--- src/rtl/vend_pkg.sv ---
// Shared types and coin constants for the vending transaction controller.
package vend_pkg;

  typedef enum logic [1:0] {IDLE, CREDIT, DISPENSE, CHANGE} state_t;

  localparam logic [1:0] COIN_5C  = 2'b00;
  localparam logic [1:0] COIN_10C = 2'b01;
  localparam logic [1:0] COIN_25C = 2'b10;
  localparam logic [1:0] COIN_INV = 2'b11;

  localparam int unsigned UNITS_W   = 3;
  localparam logic [2:0]  UNITS_5C  = 3'd1;
  localparam logic [2:0]  UNITS_10C = 3'd2;
  localparam logic [2:0]  UNITS_25C = 3'd5;

  localparam int unsigned UNIT_CENTS = 5;

  // Credit units carried by a coin code; the invalid code is worth nothing.
  function automatic logic [UNITS_W-1:0] coin_units(input logic [1:0] code);
    case (code)
      COIN_5C:  coin_units = UNITS_5C;
      COIN_10C: coin_units = UNITS_10C;
      COIN_25C: coin_units = UNITS_25C;
      default:  coin_units = '0;
    endcase
  endfunction

endpackage

--- src/rtl/vend_timeout_cnt.sv ---
// Loadable saturating down-counter with clear; expired_c flags a count of zero.
module vend_timeout_cnt #(
  parameter int unsigned W = 10
) (
  input  logic         clk,
  input  logic         resetn,
  input  logic         clr,
  input  logic         load,
  input  logic [W-1:0] load_val,
  input  logic         dec,
  output logic         expired_c
);

  logic [W-1:0] count;

  always_ff @(posedge clk or negedge resetn) begin
    if (!resetn) begin
      count <= '0;
    end else if (clr) begin
      count <= '0;
    end else if (load) begin
      count <= load_val;
    end else if (dec && (count != '0)) begin
      count <= count - W'(1);
    end
  end

  assign expired_c = (count == '0);

endmodule

--- src/rtl/vend_txn_ctrl.sv ---
// Vending transaction sequencer: credit accumulation, selection, dispense
// handshake, unit-by-unit change and end-of-transaction accumulator clear.
module vend_txn_ctrl
  import vend_pkg::*;
#(
  parameter int unsigned CREDIT_W    = 6,
  parameter int unsigned CREDIT_MAX  = 40,
  parameter int unsigned TIMEOUT_CYC = 1000,
  parameter int unsigned CHG_GAP     = 1
) (
  input  logic                clk,
  input  logic                resetn,
  input  logic                coin_valid,
  input  logic [1:0]          coin_value,
  input  logic                sel_valid,
  input  logic [CREDIT_W-1:0] sel_price,
  input  logic                cancel,
  input  logic                dispense_ack,
  output logic                dispense_req,
  output logic                change_pulse,
  output logic                coin_reject,
  output logic                sel_nack,
  output logic                acc_clear,
  output logic [CREDIT_W-1:0] credit,
  output logic                busy
);

  localparam int unsigned TMO_W = (TIMEOUT_CYC > 1) ? $clog2(TIMEOUT_CYC) : 1;
  localparam int unsigned GAP_W = (CHG_GAP > 1) ? $clog2(CHG_GAP + 1) : 1;

  state_t              state, state_nxt;
  logic [CREDIT_W-1:0] credit_nxt;
  logic                dispense_req_nxt, change_pulse_nxt, coin_reject_nxt;
  logic                sel_nack_nxt, acc_clear_nxt;
  logic                tmo_load, tmo_dec, tmo_clr, tmo_expired;
  logic                gap_load, gap_dec, gap_clr, gap_expired;
  logic                coin_ok, any_strobe;
  logic [CREDIT_W:0]   coin_sum;

  vend_timeout_cnt #(.W(TMO_W)) u_tmo (
    .clk(clk), .resetn(resetn), .clr(tmo_clr), .load(tmo_load),
    .load_val(TMO_W'(TIMEOUT_CYC - 1)), .dec(tmo_dec), .expired_c(tmo_expired)
  );

  vend_timeout_cnt #(.W(GAP_W)) u_gap (
    .clk(clk), .resetn(resetn), .clr(gap_clr), .load(gap_load),
    .load_val(GAP_W'(CHG_GAP)), .dec(gap_dec), .expired_c(gap_expired)
  );

  always_comb begin
    state_nxt        = state;
    credit_nxt       = credit;
    dispense_req_nxt = dispense_req;
    change_pulse_nxt = 1'b0;
    coin_reject_nxt  = 1'b0;
    sel_nack_nxt     = 1'b0;
    acc_clear_nxt    = 1'b0;
    tmo_load         = 1'b0;
    tmo_dec          = 1'b0;
    gap_load         = 1'b0;
    gap_dec          = 1'b0;
    coin_ok          = coin_valid && (coin_value != COIN_INV);
    any_strobe       = coin_valid || sel_valid || cancel;
    coin_sum         = {1'b0, credit} + (CREDIT_W+1)'(coin_units(coin_value));

    unique case (state)
      IDLE: begin
        if (coin_ok) begin
          credit_nxt = CREDIT_W'(coin_units(coin_value));
          state_nxt  = CREDIT;
          tmo_load   = 1'b1;
        end else if (coin_valid) begin
          coin_reject_nxt = 1'b1;
        end
        sel_nack_nxt = sel_valid;
      end

      CREDIT: begin
        // Any strobe restarts the idle window; expiry refunds via CHANGE.
        if (any_strobe) tmo_load = 1'b1;
        else if (tmo_expired) state_nxt = CHANGE;
        else tmo_dec = 1'b1;

        if (cancel) begin
          state_nxt       = CHANGE;
          coin_reject_nxt = coin_valid;
        end else if (sel_valid) begin
          coin_reject_nxt = coin_valid;
          if ((sel_price == '0) || (sel_price > credit)) begin
            sel_nack_nxt = 1'b1;
          end else begin
            credit_nxt       = credit - sel_price;
            dispense_req_nxt = 1'b1;
            state_nxt        = DISPENSE;
          end
        end else if (coin_valid) begin
          if (coin_ok && (coin_sum <= (CREDIT_W+1)'(CREDIT_MAX)))
            credit_nxt = coin_sum[CREDIT_W-1:0];
          else
            coin_reject_nxt = 1'b1;
        end
      end

      DISPENSE: begin
        coin_reject_nxt = coin_valid;
        sel_nack_nxt    = sel_valid;
        if (dispense_ack) begin
          dispense_req_nxt = 1'b0;
          if (credit != '0) begin
            state_nxt = CHANGE;
          end else begin
            state_nxt     = IDLE;
            acc_clear_nxt = 1'b1;
          end
        end
      end

      CHANGE: begin
        coin_reject_nxt = coin_valid;
        sel_nack_nxt    = sel_valid;
        // One-cycle pulse, then CHG_GAP low cycles before the next unit.
        if (change_pulse) begin
          if (credit == '0) begin
            state_nxt     = IDLE;
            acc_clear_nxt = 1'b1;
          end else begin
            gap_dec = 1'b1;
          end
        end else if (!gap_expired) begin
          gap_dec = 1'b1;
        end else if (credit == '0) begin
          state_nxt     = IDLE;
          acc_clear_nxt = 1'b1;
        end else begin
          change_pulse_nxt = 1'b1;
          credit_nxt       = credit - CREDIT_W'(1);
          gap_load         = 1'b1;
        end
      end

      default: state_nxt = IDLE;
    endcase

    tmo_clr = (state_nxt != CREDIT);
    gap_clr = (state != CHANGE);
  end

  always_ff @(posedge clk or negedge resetn) begin
    if (!resetn) begin
      state        <= IDLE;
      credit       <= '0;
      dispense_req <= 1'b0;
      change_pulse <= 1'b0;
      coin_reject  <= 1'b0;
      sel_nack     <= 1'b0;
      acc_clear    <= 1'b0;
      busy         <= 1'b0;
    end else begin
      state        <= state_nxt;
      credit       <= credit_nxt;
      dispense_req <= dispense_req_nxt;
      change_pulse <= change_pulse_nxt;
      coin_reject  <= coin_reject_nxt;
      sel_nack     <= sel_nack_nxt;
      acc_clear    <= acc_clear_nxt;
      busy         <= (state_nxt != IDLE);
    end
  end

endmodule

--- config.mk ---
export PLATFORM = sky130hd
export DESIGN_NAME = vend_txn_ctrl
export DESIGN_NICKNAME = d
export VERILOG_FILES = /design/src/rtl/vend_pkg.sv /design/src/rtl/vend_timeout_cnt.sv /design/src/rtl/vend_txn_ctrl.sv
export SDC_FILE = /design/constraint.sdc
export NUM_CORES = 1
export LEC_CHECK = 0
export BUFFER_PORTS_ARGS = -buffer_cell sky130_fd_sc_hd__buf_2
export CORE_UTILIZATION = 38
export CTS_BUF_LIST = sky130_fd_sc_hd__clkbuf_16
export CTS_CLUSTER_SIZE = 10
export DETAILED_ROUTE_END_ITERATION = 6
export PLACE_DENSITY = 0.71
export SETUP_SLACK_MARGIN = 0.05
export SLEW_MARGIN = 10
export SYNTH_ARGS = -nofsm -noshare
export SYNTH_HDL_FRONTEND = slang
export SYNTH_SLANG_ARGS = --single-unit
--- constraint.sdc ---
create_clock -name clk -period 2.9 [get_ports clk]
set_clock_uncertainty 0.05 [all_clocks]
set_input_delay 0.435 -clock clk [delete_from_list [all_inputs] [get_ports clk]]
set_output_delay 0.435 -clock clk [all_outputs]
set_load 0.02 [all_outputs]
==> results.md, run 1 <==
- The floorplan has 25 rows.
- The number of optimization iterations in the first detailed-route pass is 4.
- In this run the standard cell core region covers 0.00488 mm^2.
- By area the synthesized netlist is led by dfrtp_1 (31%), ha_1 (7.6%), a21oi_1 (6.3%).
- The flow ran to the end, and the final reports show no timing, DRC or antenna violations.
- The share of the Yosys chip area taken by registers is 0.315.
- The internal cell power is 0.00144 W.
- Using the TritonRoute via totals, the vias-per-cell ratio works out to 5.56.
- Summing over every cut layer, the via total after detailed routing is 1840.
- The synthesis-stage register bit count is 25.
- The gate count after technology mapping is 231.
- The vertical extent of the die is 74.3 um.
- The latest clock arrival within the worst-skew pair is 260 ps.
- The worst pin sits at a relative slew slack of 0.629.
- The critical path launch point type is a flip-flop.
- The total routing resource utilization after global routing is 0.194.
- The synthesized netlist occupies a cell area of 0.00199 mm^2.
- The routed wire length is 4900 um.
- 26 I/O pins were placed.
- The total congestion overflow is 0.
- The period utilization is 0.953.
- The initial antenna violation count is 0.
- The total power of the final layout is 0.00271 W.
- The number of cells traversed by the worst register-to-register path is 8.
- The wire length per cell after detailed routing is 14.8 um.
- The CTS buffer count is 3.
- The portion of synthesized area spent on multiplexers is 0.0403.
- The maximum clock rate is 362 MHz.
- Of the total power, the clock network draws 0.113.
- The post-CTS resize count is 0.
- The synthesized netlist net count is 259.
- The proportion of power drawn by combinational gates is 0.638.
- The worst hold margin is 113 ps.
- The global routing stage identified its most utilized layer as met2.
- The average cell area after synthesis is 8.60 um^2.
- Port buffering added 25 buffers.
- The longest clock path from root to sink contains 2 buffers.
- The power spent charging and discharging nets is 0.00127 W.
- The layout filler cell count is 504.
- The residual antenna-violating net count after detailed routing is 0.
- The global routing usage on met3 is 0.0352.
- The critical path is of the reg -> reg type.
- In this run the worst hold path is classified as in -> async.
- The worst setup slack for register-to-register paths is 140 ps.
- Relative to the synthesized area, the layout overhead comes to 17.4%.
- The number of global-route vias before repair was 1791.
- Leaving out filler cells and counting taps, the final layout contains 331.
- The number of synthesized flops with an enable pin is 0.
- The count of cell types in the netlist is 49.
- The max-cap check violation count is 0.
- In this run the worst path has a maximum fanout of 5.
- For this configuration, the core starts out at a cell density of 0.407.
- The compound-gate portion of the synthesized area is 0.251.
- The CTS clock-pin slew for the worst setup and hold paths is 60 ps.
- In the synthesized netlist the async set-or-reset flop fraction comes to 1.00.
- Of the cells placed in the final design, the portion with a size suffix greater than 1 is 0.189.
- The count of warnings emitted by yosys is 0.
- The placer's final routability congestion estimate is 0.886.
- The adder-cell share of the synthesized area is 0.0957.
- The die footprint is 0.00552 mm^2.
- In this run the clock root is driven by a clkbuf_16.
- The number of DRC violations after detailed routing is 0.
- Of the total synthesized cell area, the portion taken by XOR and XNOR cells is 0.0485.
- The final critical-path required period is 2760 ps.
- Of the total power, the share spent switching nets is 0.469.
- The nature of the critical path endpoint is a flip-flop.
- The count of routing violations after the opening detailed-route iteration is 173.
- The first global-routing pass estimated 8240 um of wire.
- The number of slew-limit violations in the final report is 0.
- The final hold violation count is 0.
- IR analysis of the VDD net gives a maximum drop of 416 uV.
- The width of the die is 74.3 um.
- Data on the critical path arrives at its endpoint at 2850 ps.
- The cell count after placement is 326.
- By area, the combinational part of the netlist is dominated by compound AO/OA/AOI/OAI gates.
- TritonCTS built the clock tree.
- The share of Yosys cell area claimed by the top area cell type is 0.315.
- Sorting the synthesized cells by how often they occur yields a21oi_1 (25), dfrtp_1 (25), inv_1 (19).
- The net count of the finished layout is 293.
- The actual transition at the worst max-transition pin is 557 ps.
- The standby leakage power is 1.09 nW.
- The total setup violations reported at the end of the flow is 0.
- The share of total power dissipated in sequential elements is 0.249.
- The HPWL after detailed placement is 3750 um.
- In the global route stage, met1 resource usage came out at 0.265.
- The most frequently used flop master after synthesis is dfrtp_1.
- The synthesized-area fraction occupied by and/or/nand/nor cells is 0.193.
- Entering global routing, the biggest net connects 26 pins.
- 0 antenna diodes ended up in the layout.
- The H-tree level count is 1.
- Setup repair after global routing left no endpoint under its margin.
- The met2 demand-to-capacity share in global routing is 0.308.
- In this run the power density over the cells is 1160 mW/mm^2.
- The tree built by TritonCTS fans out to 25 sinks.
- The critical path required time is 2990 ps.
- Summed over all instances, the cell type with the most area after synthesis is dfrtp_1.
## repair_timing
| action | in CTS | in global routing |
|---|---|---|
| buffers inserted | 0 | 1 |
| hold buffers | 0 | 0 |
| endpoints found under the hold margin | 0 | 0 |
| setup endpoints to repair | 0 | 10 |
## power by group through the flow
stage | clock, W | combinational (W) | sequential [W]
6_report | 0.000307 | 0.00173 | 0.000676
5_1_grt | 0.000328 | 0.00194 | 0.000700
4_1_cts | 0.000316 | 0.00172 | 0.000673
3_5_place_dp | 0 | 0.00170 | 0.000678
3_3_place_gp | 0 | 0.00169 | 0.000678
2_1_floorplan | 0 | 0.00125 | 0.000691
## critical path: stages, from the launching register on
cell and delay (ps):
dfrtp_2 420, inv_1 160, fa_2 410, and2b_1 230, o21ai_2 60, a2111o_1 420, a311o_1 350, a21o_1 220
mux2_4 310
## through the flow
stage	setup WS, ps	cell area (um^2)	utilization	TNS, ps
CTS	128	2320	0.476	0
detailed placement	-28.0	2240	0.459	-100
floorplan	69.4	1990	-	0
global placement	38.4	2240	0.459	0
global route	68.6	2330	0.478	0
finish	137	2330	0.478	0
## registers in the layout (all words and copies together) (netlist names)
register	count
coin_reject	1
change_pulse	1
acc_clear	1
credit	6
u_tmo.count	10
busy	1
sel_nack	1
dispense_req	1
state	2
u_gap.count	1
## final timing paths
check / startpoint / endpoint
worst min-delay path: resetn / u_tmo.count[1]
worst max register to register: credit[1] / credit[4]
worst max-delay path: credit[1] / credit[4]
min in group clk: coin_valid / coin_reject
max in group asynchronous: resetn / credit[0]
worst min register to register: u_tmo.count[0] / u_tmo.count[0]
## metal layers
layer,up-vias,share of wire
met4,0,0.022
met2,55,0.46
met1,859,0.47
li1,913,-
met5,-,0
met3,13,0.047
## cells by family (layout without fill, tap and decap cells)
| kind of cell | Yosys count | in the layout |
|---|---|---|
| buffers and inverters | 27 | 60 |
| DFF | 25 | 25 |
| AOI/OAI and AO/OA | 75 | 75 |
| xor gates and xnor gates | 11 | 11 |
| adders and majority gates | 14 | 14 |
| muxes | 7 | 7 |
| and+or+nand+nor | 72 | 72 |
## area by class of cell
| cell class | count | area, um^2 | share of cell area |
|---|---|---|---|
| Multi-Input combinational cell | 179 | 1250 | 0.536 |
| Sequential cell | 25 | 628 | 0.269 |
| Timing Repair Buffer | 37 | 215 | 0.0923 |
| Tap cell | 67 | 83.8 | 0.0359 |
| Clock buffer | 3 | 75.1 | 0.0322 |
| Inverter | 19 | 71.3 | 0.0306 |
| Clock inverter | 1 | 7.51 | 0.00322 |
## layout by cell type (no fill, tap or decap), types with 2 or more instances in the layout
cell type  Yosys  final
nand3_1        4      4
a21o_1         5      5
nor3_1        10     10
a21oi_1       25     25
buf_2          0     25
a211oi_1       4      4
xnor2_1        7      7
nor4_1         4      4
nand2b_1       8      8
nor2_1        14     14
clkbuf_16      0      3
or3_1          2      2
dfrtp_1       25     23
nor2b_1        5      5
dfrtp_2        0      2
o21a_1         4      4
o221ai_1       2      2
a311o_1        2      2
and2_1         3      3
buf_4          1     12
o22ai_1        5      5
mux2_4         2      2
o21ai_0       10     10
o31a_1         2      2
xor2_1         4      4
and3_1         2      2
a31oi_1        2      2
ha_1          12     12
mux2i_1        5      5
inv_1         19     19
o211ai_1       4      4
nand2_1       14     14
No activity file was read; power rests on OpenSTA's default activity.
==> run 2: changes to the inputs <==
--- a/config.mk
+++ b/config.mk
@@ -6,10 +6,12 @@
 export NUM_CORES = 1
 export LEC_CHECK = 0
 export BUFFER_PORTS_ARGS = -buffer_cell sky130_fd_sc_hd__buf_2
+export CORE_ASPECT_RATIO = 2
 export CORE_UTILIZATION = 38
 export CTS_BUF_LIST = sky130_fd_sc_hd__clkbuf_16
 export CTS_CLUSTER_SIZE = 10
 export DETAILED_ROUTE_END_ITERATION = 6
+export MAX_ROUTING_LAYER = met4
 export PLACE_DENSITY = 0.71
 export SETUP_SLACK_MARGIN = 0.05
 export SLEW_MARGIN = 10
==> results.md, run 2 (synthesis results as in run 1) <==
- The total number of vias is 1889 (was 1840).
- The count of port buffers added during placement was 25 (unchanged).
- The number of primary I/O pins is 26 (unchanged).
- The register area is 628 um^2 (unchanged).
- The data arrival at the endpoint of the critical path came to 2840 ps (was 2850 ps).
- The period utilization came to 0.935 (was 0.953).
- The highest ir drop seen on vdd came to 725 uV (was 416 uV).
- The first-pass GRT wire length is 8740 um (was 8240 um).
- The vertical extent of the die is 104 um (was 74.3 um).
- Top Registers: u_tmo.count (10), credit (6), state (2) (unchanged).
- The nature of the critical path endpoint is a flip-flop (unchanged).
- The kind of critical path is reg -> reg (unchanged).
- The count of routing violations after the opening detailed-route iteration is 64 (was 173).
- The detail-routed via count per cell is 5.81 (was 5.56).
- The CTS tree is done (unchanged).
- The total setup violations reported at the end of the flow is 0 (unchanged).
- The power per unit of standard cell area is 1180 mW/mm^2 (was 1160 mW/mm^2).
- The root buffer cell was clkbuf_16 (unchanged).
- The net count of the finished layout is 297 (was 293).
- The standby leakage power is 1.11 nW (was 1.09 nW).
- The latest clock arrival within the worst-skew pair is 260 ps (about the same).
- The final non-filler cell total was 325 (was 331).
- The total congestion overflow was 0 (unchanged).
- The routed wire length is 5340 um (was 4900 um).
- The final hold violation count is 0 (unchanged).
- The layout filler cell count is 516 (was 504).
- The worst setup slack for register-to-register paths is 190 ps (was 140 ps).
- The share of layout cells above drive strength 1 came to 0.201 (was 0.189).
- The origin of the critical flop-to-flop path was credit[0] (was credit[1]).
- The critical path required time was 3030 ps (was 2990 ps).
- The number of DRC violations after detailed routing is 0 (unchanged).
- The initial core utilization is 0.401 (was 0.407).
- The number of optimization iterations in the first detailed-route pass is 5 (was 4).
- The initial antenna violation count is 0 (unchanged).
- The number of cells traversed by the worst register-to-register path is 10 (was 8).
- The hold-fix buffer count after cts was 0 (unchanged).
- The buffers inserted during post-CTS setup optimization is 0 (unchanged).
- The flip-flop count of the largest register, all copies and words added is 10 (unchanged).
- The switching share of power is 0.470 (was 0.469).
- The final critical-path required period is 2710 ps (was 2760 ps).
- The die footprint is 0.00554 mm^2 (was 0.00552 mm^2).
- The max-cap check violation count is 0 (unchanged).
- The largest net degree at the start of global routing is 26 (unchanged).
- The placer's final routability congestion estimate is 0.919 (was 0.886).
- Top library cells by usage in the layout, fill and taps aside: a21oi_1 (25), buf_2 (25), dfrtp_1 (23) (unchanged).
- The area occupied by multi-input gates is 0.00125 mm^2 (unchanged).
- The post-placement cell area is 0.00227 mm^2 (was 0.00224 mm^2).
- The wire length per cell after detailed routing is 16.4 um (was 14.8 um).
- The H-tree level count is 1 (unchanged).
- The total routing resource utilization after global routing is 0.215 (was 0.194).
- The sum of net half-perimeters after detailed placement is 4280 um (was 3750 um).
- The power spent charging and discharging nets is 0.00130 W (was 0.00127 W).
- The actual transition at the worst max-transition pin came to 585 ps (was 557 ps).
- The width of the die came to 53.1 um (was 74.3 um).
- The register with the most flip-flops is u_tmo.count (unchanged).
- The synthesis-to-layout area growth was 18.1% (was 17.4%).
- The relative contribution of the clock network to total power was 0.111 (was 0.113).
- The internal cell power is 0.00147 W (was 0.00144 W).
- The share of power burned in registers is 0.234 (was 0.249).
- The post-CTS resize count is 0 (unchanged).
- The count of clock tree sinks is 25 (unchanged).
- The area of all placed cells without fillers is 0.00235 mm^2 (was 0.00233 mm^2).
- The worst hold margin is 123 ps (was 113 ps).
- The utilization after layout came to 0.474 (was 0.478).
- The CTS clock-pin slew for the worst setup and hold paths is 60 ps (about the same).
- The cell count after placement came to 321 (was 326).
- Run status: finished clean (unchanged).
- The proportion of power drawn by combinational gates was 0.655 (was 0.638).
- The number of slew-limit violations in the final report is 0 (unchanged).
- The endpoint of the worst-slack reg-to-reg timing path is credit[5] (was credit[4]).
- The CTS buffer count is 3 (unchanged).
- The maximum fanout along the worst path is 4 (was 5).
- The number of global-route vias before repair is 1968 (was 1791).
- The worst-case clock buffer depth is 2 (unchanged).
- The total inserted antenna cells was 0 (unchanged).
- The residual antenna-violating net count after detailed routing came to 0 (unchanged).
- The worst hold path class was in -> async (unchanged).
- Unrepaired setup endpoints after global routing: false (unchanged).
- The remaining max-slew budget at the tightest pin is 0.610 (was 0.629).
- The critical path launch point type is a flip-flop (unchanged).
- The total power of the final layout is 0.00277 W (was 0.00271 W).
- The total number of placement rows is 36 (was 25).
- The maximum clock rate came to 369 MHz (was 362 MHz).
- The placeable core region is 0.00495 mm^2 (was 0.00488 mm^2).
[run 2: changes by cell type in the layout (fill, tap and decap cells not counted), sizes merged]
cell / change
buf: +4
clkinv: +1
clkinvlp: -1
[run 2: how the worst max path moves through the flow]
stage / from / endpoint / cells after the start
after floorplan: coin_value[0] / credit[3] / 11
final: credit[0] / credit[5] / 10
after global routing: credit[0] / credit[2] / 10
after detailed placement: coin_value[0] / credit[3] / 11
after CTS: credit[0] / credit[2] / 10
after global placement: coin_value[0] / credit[4] / 11
[run 2: power groups by stage]
stage / clock (W) / combinational [W] / sequential [W]
floorplan: 0 / 0.00125 / 0.000691
global placement: 0 / 0.00178 / 0.000651
detailed placement: 0 / 0.00180 / 0.000653
CTS: 0.000314 / 0.00181 / 0.000647
global route: 0.000323 / 0.00201 / 0.000670
finish: 0.000308 / 0.00181 / 0.000647
[run 2: layout make-up]
type                       count  area share
clock buffer                   3      0.0320
clock inverter                 1     0.00213
inverter                      19      0.0304
multi-input combinational    179       0.533
sequential                    25       0.268
tap                           57      0.0304
timing repair buffer          41       0.104
[run 2: worst max-delay path, cell delays in order, from the launching register on]
cell      delay, ps
dfrtp_2         360
ha_1            160
inv_1            60
fa_2            340
and2b_1         240
o21ai_2          60
a2111o_1        430
a311o_1         350
a21o_1          230
buf_4           180
o22ai_1         170
[run 2: routing by layer]
metal	global-route usage	vias up	wire, um
met5	-	-	0
met4	0.0996	0	132
met3	0.0117	12	170
met2	0.392	56	3080
met1	0.220	905	1960
li1	-	916	-
[run 2: metrics by stage]
step                setup TNS (ps)  setup WS, ps
finish                           0           188
global route                     0          93.5
CTS                              0           201
detailed placement            -231         -47.1
global placement                 0          14.3
floorplan                        0          69.4
==> run 3: changes to the inputs <==
--- a/config.mk
+++ b/config.mk
@@ -13,7 +13,8 @@
 export DETAILED_ROUTE_END_ITERATION = 6
 export MAX_ROUTING_LAYER = met4
 export PLACE_DENSITY = 0.71
-export SETUP_SLACK_MARGIN = 0.05
+export SETUP_SLACK_MARGIN = 0.4
+export SKIP_LAST_GASP = 1
 export SLEW_MARGIN = 10
 export SYNTH_ARGS = -nofsm -noshare
 export SYNTH_HDL_FRONTEND = slang
==> results.md, run 3 (synthesis results as in run 1) <==
- The worst-case setup margin in the final layout was 219 ps (was 188 ps).
- The register with the most flip-flops is u_tmo.count (unchanged).
- The width of the die is 53.1 um (unchanged).
- The maximum clock rate is 373 MHz (was 369 MHz).
- The initial antenna violation count came to 0 (unchanged).
- The total congestion overflow is 0 (unchanged).
- The critical path required time is 2990 ps (was 3030 ps).
- The root buffer cell is clkbuf_16 (unchanged).
- The cell with the biggest individual delay on the critical path is dfrtp_2 (was a2111o_1).
- The count of buffering cells on the critical path with inverters included is 1 (was 2).
- The number of global-route vias before repair is 1873 (was 1968).
- Top library cells by usage in the layout, fill and taps aside: buf_2 (26), a21oi_1 (24), dfrtp_1 (23) (was a21oi_1 (25), buf_2 (25), dfrtp_1 (23)).
- The worst-case clock buffer depth is 2 (unchanged).
- The count of routing violations after the opening detailed-route iteration is 40 (was 64).
- The wire length per cell after detailed routing is 16.0 um (was 16.4 um).
- The first-pass GRT wire length is 8220 um (was 8740 um).
- The worst setup slack for register-to-register paths was 220 ps (was 190 ps).
- The net count of the finished layout is 304 (was 297).
- The number of DRC violations after detailed routing came to 0 (unchanged).
- Crit-path cells: ha_4 > inv_2 > fa_2 > and2b_1 > o21ai_2 > a2111o_1 > a311o_1 > a21o_1 > mux2_4 (was ha_1 > inv_1 > fa_2 > and2b_1 > o21ai_2 > a2111o_1 > a311o_1 > a21o_1 > buf_4 > o22ai_1).
- The placeable core region is 0.00495 mm^2 (unchanged).
- The final hold violation count is 0 (unchanged).
- The number of primary I/O pins was 26 (unchanged).
- The maximum fanout along the worst path was 3 (was 4).
- The total routing resource utilization after global routing is 0.203 (was 0.215).
- The residual antenna-violating net count after detailed routing came to 0 (unchanged).
- The count of port buffers added during placement is 25 (unchanged).
- The worst hold margin was 116 ps (was 123 ps).
- The area of all placed cells without fillers is 0.00246 mm^2 (was 0.00235 mm^2).
- The count of clock tree sinks is 25 (unchanged).
- The power per unit of standard cell area is 1180 mW/mm^2 (about the same).
- The H-tree level count was 1 (unchanged).
- The routed wire length was 5320 um (was 5340 um).
- The total number of vias came to 1922 (was 1889).
- The period utilization is 0.924 (was 0.935).
- The detail-routed via count per cell came to 5.79 (was 5.81).
- The layout filler cell count was 501 (was 516).
- The post-placement cell area was 0.00227 mm^2 (unchanged).
- The remaining max-slew budget at the tightest pin came to 0.627 (was 0.610).
- The utilization after layout is 0.497 (was 0.474).
- The vertical extent of the die was 104 um (unchanged).
- The flip-flop count of the largest register, all copies and words added is 10 (unchanged).
- The placer's final routability congestion estimate is 0.956 (was 0.919).
- The final critical-path required period was 2680 ps (was 2710 ps).
- The kind of cell adding the most delay to the critical path is compound AO/OA/AOI/OAI gates (unchanged).
- The largest net degree at the start of global routing came to 26 (unchanged).
- The actual transition at the worst max-transition pin is 560 ps (was 585 ps).
- The stage delay of the slowest cell on the critical path is 390 ps (was 430 ps).
- The share of layout cells above drive strength 1 is 0.251 (was 0.201).
- The total number of placement rows was 36 (unchanged).
- The register area came to 628 um^2 (unchanged).
- The number of slew-limit violations in the final report is 0 (unchanged).
- The CTS buffer count is 3 (unchanged).
- The sum of net half-perimeters after detailed placement is 4160 um (was 4280 um).
- The total setup violations reported at the end of the flow came to 0 (unchanged).
- The latest clock arrival within the worst-skew pair is 260 ps (about the same).
- The number of optimization iterations in the first detailed-route pass came to 4 (was 5).
- The worst hold path class was in -> async (unchanged).
- Unrepaired setup endpoints after global routing: true (was false).
- The highest ir drop seen on vdd is 847 uV (was 725 uV).
- The kind of critical path is reg -> reg (unchanged).
- The initial core utilization is 0.401 (unchanged).
- The most common cell after layout, fill and taps aside is buf_2.
- The die footprint is 0.00554 mm^2 (unchanged).
- Run status: finished clean (unchanged).
- The CTS tree is done (unchanged).
- The hold-fix buffer count after cts is 0 (unchanged).
- The total inserted antenna cells came to 0 (unchanged).
- The critical path launch point type is a flip-flop (unchanged).
- The max-cap check violation count was 0 (unchanged).
- The standby leakage power came to 1.15 nW (was 1.11 nW).
- The CTS clock-pin slew for the worst setup and hold paths came to 60 ps (about the same).
- The synthesis-to-layout area growth came to 23.9% (was 18.1%).
- The data arrival at the endpoint of the critical path was 2770 ps (was 2840 ps).
- The area occupied by multi-input gates is 0.00131 mm^2 (was 0.00125 mm^2).
- Top Registers: u_tmo.count (10), credit (6), state (2) (unchanged).
- The pre-CTS setup slack is -43.7 ps (was -47.1 ps).
- The nature of the critical path endpoint is a flip-flop (unchanged).
[run 3: cell types whose count changed in the layout (fill, tap and decap cells not counted), sizes merged]
cell,delta
clkinv,-1
inv,+1
buf,+7
[run 3: final timing paths]
| check | startpoint | endpoint | depth (start not counted) |
|---|---|---|---|
| worst max-delay path | credit[0] | credit[4] | 9 |
| worst min-delay path | resetn | u_tmo.count[8] | 1 |
| worst max register to register | credit[0] | credit[4] | 9 |
| worst min register to register | u_tmo.count[0] | u_tmo.count[0] | 1 |
| max in group asynchronous | resetn | credit[1] | 1 |
| min in group clk | coin_valid | coin_reject | 3 |
[run 3: cell type report]
cell class,count,share of cell area
repair buffers,48,0.121
inverters,19,0.0300
well taps,57,0.0290
multi-input cells,179,0.533
clock inverters,1,0.00152
clock buffers,3,0.0305
flip-flops and latches,25,0.255
[run 3: layer usage]
metal	part of all wire	global-route usage	wire length, um
met1	0.36	0.200	1910
met2	0.57	0.380	3040
met3	0.029	0.0161	157
met4	0.041	0.0789	218
met5	0	-	0
[run 3: worst register-to-register path: stages (launching register included)]
cell,delay (ps)
dfrtp_2,390
ha_4,140
inv_2,30
fa_2,350
and2b_1,240
o21ai_2,80
a2111o_1,390
a311o_1,350
a21o_1,240
mux2_4,310
[run 3: stage by stage]
step	cells	total power (W)	setup TNS [ps]
floorplan	231	0.00196	0
global placement	319	0.00242	-20.4
detailed placement	319	0.00245	-169
CTS	325	0.00279	0
global route	332	0.00313	0
finish	332	0.00290	0
[run 3: what timing repair did]
action / CTS / global route
resized for setup: 1 / 10
pin swaps: 2 / 6
buffers inserted: 2 / 6
gates cloned: 0 / 1
endpoints found under the setup margin: 16 / 16
[run 3: report_power, final]
part	switching, W	leakage [nW]	internal, W
clock network	0.000112	0.0423	0.000184
registers	0.000136	0.308	0.000483
logic	0.00110	0.800	0.000883
